**src/rtl/seg7_scan_driver.sv**
```systemverilog
// rtl/seg7_scan_driver.sv - multiplexed N-digit BCD-to-7-segment scan driver
// Optional leading-zero blanking: define SEG7_LEADING_ZERO_BLANK_EN.
module seg7_scan_driver #(
  parameter int DIGITS         = 4,
  parameter int SCAN_DIV       = 1000,
  parameter int GHOST          = 16,
  parameter int MAX_DIGIT      = 9,
  parameter int SEG_ACTIVE_LOW = 1,
  localparam int IDX_W = (DIGITS > 1) ? $clog2(DIGITS) : 1,
  localparam int PSC_W = (SCAN_DIV > 1) ? $clog2(SCAN_DIV) : 1
) (
  input  logic                  clk,
  input  logic                  rst_n,
  input  logic                  load,
  input  logic [4*DIGITS-1:0]   bcd_in,
  output logic                  ready,
  output logic [6:0]            seg,
  output logic [DIGITS-1:0]     an,
  output logic [IDX_W-1:0]      digit_idx,
  output logic                  frame_done
);

  localparam logic [6:0]        SEG_OFF  = (SEG_ACTIVE_LOW != 0) ? 7'h7F : 7'h00;
  localparam logic [DIGITS-1:0] AN_ONE   = 1;
  localparam logic [PSC_W-1:0]  PSC_LAST = PSC_W'(SCAN_DIV - 1);
  localparam logic [PSC_W-1:0]  PSC_DEAD = PSC_W'(GHOST);
  localparam logic [IDX_W-1:0]  IDX_LAST = IDX_W'(DIGITS - 1);

  logic [PSC_W-1:0]    psc;
  logic [4*DIGITS-1:0] shadow;
  logic [4*DIGITS-1:0] display;
  logic                pending;
  logic                slot_wrap;
  logic                frame_wrap;
  logic [3:0]          cur_code;
  logic                blank;

  // Active-high pattern for a code; codes past MAX_DIGIT (or past 9) show a dash.
  function automatic logic [6:0] encode(input logic [3:0] code);
    logic [6:0] pat;
    case (code)
      4'd0:    pat = 7'b1111110;
      4'd1:    pat = 7'b0110000;
      4'd2:    pat = 7'b1101101;
      4'd3:    pat = 7'b1111001;
      4'd4:    pat = 7'b0110011;
      4'd5:    pat = 7'b1011011;
      4'd6:    pat = 7'b1011111;
      4'd7:    pat = 7'b1110000;
      4'd8:    pat = 7'b1111111;
      4'd9:    pat = 7'b1111011;
      default: pat = 7'b0000001;
    endcase
    if (32'(code) > MAX_DIGIT) pat = 7'b0000001;
    return (SEG_ACTIVE_LOW != 0) ? ~pat : pat;
  endfunction

  assign slot_wrap  = (psc == PSC_LAST);
  assign frame_wrap = slot_wrap && (digit_idx == IDX_LAST);
  assign cur_code   = display[{digit_idx, 2'b00} +: 4];
  assign ready      = ~pending;

`ifdef SEG7_LEADING_ZERO_BLANK_EN
  // Blank a non-rightmost digit when it and every more-significant digit is zero.
  always_comb begin
    blank = 1'b0;
    if (digit_idx != '0) begin
      blank = 1'b1;
      for (int k = 0; k < DIGITS; k++) begin
        if (k >= int'(digit_idx) && display[4*k +: 4] != 4'd0) blank = 1'b0;
      end
    end
  end
`else
  assign blank = 1'b0;
`endif

  // Slot timebase: prescaler, digit index and the frame-wrap pulse.
  always_ff @(posedge clk or negedge rst_n) begin
    if (!rst_n) begin
      psc        <= '0;
      digit_idx  <= '0;
      frame_done <= 1'b0;
    end else begin
      frame_done <= frame_wrap;
      if (slot_wrap) begin
        psc       <= '0;
        digit_idx <= (digit_idx == IDX_LAST) ? '0 : digit_idx + 1'b1;
      end else begin
        psc <= psc + 1'b1;
      end
    end
  end

  // Load handshake: shadow collects the latest value, display only moves at a frame wrap.
  always_ff @(posedge clk or negedge rst_n) begin
    if (!rst_n) begin
      shadow  <= '0;
      display <= '0;
      pending <= 1'b0;
    end else if (frame_wrap) begin
      if (load) begin
        shadow  <= bcd_in;
        display <= bcd_in;
      end else if (pending) begin
        display <= shadow;
      end
      pending <= 1'b0;
    end else if (load) begin
      shadow  <= bcd_in;
      pending <= 1'b1;
    end
  end

  // Registered pin drive: dead time at the start of each slot, then the selected digit.
  always_ff @(posedge clk or negedge rst_n) begin
    if (!rst_n) begin
      an  <= '1;
      seg <= SEG_OFF;
    end else if (psc < PSC_DEAD) begin
      an  <= '1;
      seg <= SEG_OFF;
    end else begin
      an  <= ~(AN_ONE << digit_idx);
      seg <= blank ? SEG_OFF : encode(cur_code);
    end
  end

endmodule

```
**config.mk**
```make
export PLATFORM = sky130hd
export DESIGN_NAME = seg7_scan_driver
export DESIGN_NICKNAME = d
export VERILOG_FILES = /design/src/rtl/seg7_scan_driver.sv
export SDC_FILE = /design/constraint.sdc
export NUM_CORES = 1
export LEC_CHECK = 0
export CORE_MARGIN = 5
export CORE_UTILIZATION = 30
export CTS_CLUSTER_DIAMETER = 80
export DETAILED_ROUTE_END_ITERATION = 12
export SETUP_SLACK_MARGIN = 0.4
export SYNTH_ARGS = -nofsm -noshare
export SYNTH_HDL_FRONTEND = slang
export SYNTH_SLANG_ARGS = --single-unit
```
**constraint.sdc**
```tcl
create_clock -name clk -period 2.1 [get_ports clk]
set_clock_uncertainty 0.1 [all_clocks]
set_input_delay 0.42 -clock clk [delete_from_list [all_inputs] [get_ports clk]]
set_output_delay 0.42 -clock clk [all_outputs]
set_load 0.05 [all_outputs]
```
# [Word level (Yosys, flattened, before mapping)]
# Memories as Yosys holds them, arrays and structs flattened.
# Cells that the tools add are included.
[totals] ff_bits=57 latch_bits=0 ram_bits=0 romBits=112 output_inout_bits=15 wordCells=34 n_memories=1
[memory_table] name="(name not given)" depth=16 width=7 read_ports=1 rd_clocked_by_memory_dff=0 write_ports=0 line_no="41" text="case (code)"
[classes] addsub=2 mul=0 div=0 order_cmp=2 n_eq_ne=2 shifts=2 muxes=10 bitwise_logic=3 reduce_logical=4
[ops] operator="$mux W16" n=2
[ops] operator="$mux W7" n=3
[ops] operator="$shiftx A16 B5 Y4" n=1
[ops] operator="$add A10 B1 Y10 const B" n=1
[ops] operator="$eq A10 B10 Y1 const B" n=1
[ops] operator="$lt A10 B5 Y1 const B" n=1
[ops] operator="$mux W10" n=1
[ops] operator="$not A7 Y7" n=1
[ops] operator="$gt A4 B4 Y1 const B" n=1
[ops] operator="$mux W4" n=1
[ops] operator="$not A4 Y4" n=1
[ops] operator="$reduce_bool A2 Y1" n=2
[ops] operator="$shl A1 B2 Y4 const A" n=1
[ops] operator="$add A2 B1 Y2 const B" n=1
[ops] operator="$eq A2 B2 Y1 const B" n=1
[ops] operator="$mux W1" n=2
[ops] operator="$mux W2" n=1
[ops] operator="$reduce_and A2 Y1" n=1
[ops] operator="$logic_and A1 B1 Y1" n=1
[ops] operator="$not A1 Y1" n=1

# [Logic depth before layout (Yosys ltp)]
[logic_depth] word_depth=6 mapped_depth=8

# [Worst setup path before layout]
# OpenSTA, ideal clock, no wires.
[synth_timing] path_kind="register -> register" start="register digit_idx[0]" end="register seg[1]" setup_time_ns=0.092 arrival_ns=2.261 slack_ns=-0.353 stages_incl_launch_ff=9 path_cell_list="dfrtp_1 -> buf_2 -> mux4_2 -> inv_1 -> ha_1 -> nor2_1 -> nor3_2 -> and2_2 -> o21ai_1"
[synth_between] elab_chain_len=6
[synth_lines] element="start: declaration" line_no="19" text="output logic [IDX_W-1:0] digit_idx,"
[synth_lines] element="start signal: assignment" line_no="88" text="digit_idx <= (digit_idx == IDX_LAST) ? '0 : digit_idx + 1'b1;"
[synth_lines] element="$shiftx A16 B5 Y4 *" line_no="60" text="assign cur_code = display[{digit_idx, 2'b00} +: 4];"
[synth_lines] element="$mem_v2 Z16 W7 / $gt A4 B4 Y1 (equally long branches)"
[synth_lines] element="$mux W7 *" line_no="54" text="if (32'(code) > MAX_DIGIT) pat = 7'b0000001;"
[synth_lines] element="$mux W7 *" line_no="120" text="end else if (psc < PSC_DEAD) begin"
[synth_lines] element="$not A7 Y7 *" line_no="55" text="return (SEG_ACTIVE_LOW != 0) ? ~pat : pat;"
[synth_lines] element="$mux W7 *" line_no="120"
[synth_lines] element="end signal: assignment" line_no="125" text="seg <= blank ? SEG_OFF : encode(cur_code);"
[synth_lines] element="end: declaration" line_no="17" text="output logic [6:0] seg,"
# Every way passes the cells marked *; elsewhere a longest branch is shown, timed or not. The select of a mux whose other input is x is not followed.
# A chain may end at the register's enable or synchronous reset.

# [Final worst setup path]
[layout_timing] start="register digit_idx[0]" end="register seg[6]"
# The elaborated chain is that of the path after synthesis.

==> flow_summary.json <==
{
  "antenna_cells": 0,
  "cts_buffers": 9,
  "path_max_fanout": 5,
  "antenna_found_initial": 0,
  "grt_max_degree": 58,
  "synthFlopType": "dfrtp_1",
  "grt_pass1_vias": 1655,
  "final_max_slew_viol_count": 0,
  "rows": 33,
  "gr-usage-all-layers": 0.111,
  "drt-wirelength-per-cell_um": 14.3,
  "rsz0062_at_grt": "true",
  "startpoint": "digit_idx[0]",
  "path_clk_slew_ps": 70,
  "core_area_mm2": 0.00826,
  "synth_nets": 228,
  "chipWidth_um": 102,
  "register_area_mm2": 0.00145,
  "area_growth_pct": 37.4,
  "tritoncts": "built",
  "holdPathEnd": "shadow[7]",
  "synthCells": 196,
  "synth_top_area_frac": 0.449,
  "start_util": 0.311,
  "h-tree-depth": 3,
  "post-route-min-period_ps": 1920,
  "grt-ovfl-total": 0,
  "grt_pass1_wl_um": 8630,
  "dpl.hpwl_um": 3430,
  "drive_gt1_frac": 0.481,
  "hp-class": "flip-flop to flip-flop",
  "critPathRequiredTime_ps": 2240,
  "cellLeakagePower_nw": 1.57,
  "synth_edf_count": 0,
  "drc": 0,
  "cts.sinks": 57,
  "reg2regPathDepth": 7,
  "crit_chain": "mux4_2, inv_4, ha_4, nor2_2, nor3_2, and2_4, o21ai_1",
  "max_freq_ghz": 0.520,
  "ys_ff_latch": 57,
  "worstSetupStartpointType": "flip-flop",
  "syn_area_mm2": 0.00256,
  "clock_latency_ps": 330,
  "cp.arrival_ps": 2070,
  "dieArea_mm2": 0.0105,
  "crit_path_end_kind": "flip-flop",
  "avgSynthCellArea_um2": 13.1,
  "antenna_left": 0,
  "die_h_um": 102,
  "clk_path_buf_depth": 2,
  "fillers": 780,
  "reg2reg_to": "seg[6]",
  "yosys-top-cells-count": "46 x dfrtp_1, 22 x mux2_2, 15 x nor2_1, 13 x ha_1, 11 x dfstp_2",
  "tightest_slew_ps": 363,
  "p_per_area_mw_per_mm2": 642,
  "vdd_drop_max_mv": 0.301,
  "io_pins": 34,
  "hp-start": "shadow[7]",
  "vias": 1660,
  "pre_cts_ws_ps": 61.0,
  "setup_viol": 0,
  "drtIter0Drc": 43,
  "gp_congestion": 0.746,
  "critPathBufInv": 1,
  "hold_violations": 0,
  "synth.area.top_cells": "dfrtp_1 45%, dfstp_2 11%, mux2_2 9.7%",
  "multiInputGateArea_mm2": 0.00118,
  "first_pass_iters": 4,
  "root_buffer": "clkbuf_8",
  "yosysSeqAreaShare": 0.561,
  "synth_async_sr_flop_share": 1.00,
  "yosys_warnings": 0,
  "r2r_start": "digit_idx[0]",
  "ys_types": 39,
  "rrSetupSlack_ps": 180,
  "cpPeakStageDelay_ps": 610,
  "maxCapViolCount": 0,
  "fin_setup_tns_ps": 0,
  "viasPerCell": 4.52,
  "layout.nets": 289,
  "totalWireLength_um": 5230,
  "crit_type": "flip-flop to flip-flop",
  "cp_slowest_cell": "mux4_2",
  "status": "complete, no violations",
  "final_area_mm2": 0.00352,
  "whs_path_depth": 1,
  "port_buffers": 33,
  "yosysMostFrequentCell": "dfrtp_1",
  "place_area_mm2": 0.00311,
  "worst_slack_ps": 176,
  "power_mw": 2.26,
  "finalCritPeriodShare": 0.916,
  "slew_headroom": 0.757,
  "yosysTopAreaCell": "dfrtp_1",
  "path_delay_family": "multiplexers",
  "finish.utilization": 0.427
}
[cell usage in the layout (no fill, tap or decap), types with 2 or more instances in the layout]
master            n
clkinv_2          2
or3_1             3
o21ai_0           4
ha_4              4
nor2b_1           2
and2_4            2
o21ai_1           4
buf_6             2
clkinvlp_4        2
dfrtp_1          40
xor2_1            2
ha_1              9
inv_1             6
xnor2_1           3
dfstp_2          11
buf_12            2
dfrtp_2           6
buf_4            34
inv_4             2
a21o_1            2
a21oi_1           7
mux2_4           16
clkbuf_8         10
nand2_1           9
clkdlybuf4s50_1  17
mux2_2           16
nand3_1           3
nor2_1           14
mux4_2            4
[through the flow]
stage | std cells | hold slack (ps)
4_1_cts | 364 | 401
5_1_grt | 367 | 410
3_3_place_gp | 333 | 343
6_report | 367 | 399
3_5_place_dp | 333 | 348
2_1_floorplan | 196 | 24.4
[registers in the layout, indices dropped and copies added (netlist names)]
register    flops
display        16
shadow         16
psc            10
seg             7
an              4
digit_idx       2
frame_done      1
pending         1
[where the power goes]
group / switching [mW] / internal, mW / leakage (nW)
Combinational: 0.0490 / 0.0647 / 0.784
Sequential: 0.00667 / 1.13 / 0.692
Clock: 0.437 / 0.576 / 0.0953
[logic make-up (layout without fill, tap and decap cells)]
kind of cell	count (synthesis)	count (layout)	synth area share
AOI/OAI and AO/OA	22	22	0.0483
and+or+nand+nor	45	45	0.0951
xor gates and xnor gates	5	5	0.0171
muxes	37	37	0.180
DFF	57	57	0.561
adders and majority gates	13	13	0.0634
buffers and inverters	17	83	0.0351
[worst max-delay path by stage]
stage                       end  slack [ps]  cells past startpoint
floorplan                seg[1]         -10                      8
global placement    display[11]          90                      4
detailed placement  display[11]          60                      7
CTS                  display[4]         160                      7
global route             seg[6]          70                      7
finish                   seg[6]         180                      7
[routing by layer]
metal  GRT usage  part of all wire  vias up
li1            -                 -      806
met1       0.151              0.48      813
met2       0.156              0.46       33
met3      0.0321             0.040        8
met4      0.0666             0.022        0
met5           0                 0        -
[final cells by class]
class,instances,area share
clock inverters,5,0.0156
well taps,105,0.0373
multi-input cells,122,0.334
inverters,8,0.00994
repair buffers,59,0.152
flip-flops and latches,57,0.411
clock buffers,11,0.0401
[what timing repair did]
| item | CTS | global route |
|---|---|---|
| gates cloned | 1 | 0 |
| pin swaps | 2 | 0 |
| resized for setup | 14 | 6 |
| setup buffers | 13 | 3 |
| setup endpoints to repair | 26 | 26 |
| hold endpoints to repair | 46 | 0 |
| hold buffers | 1 | 0 |
No activity file was read; power rests on OpenSTA's default activity.
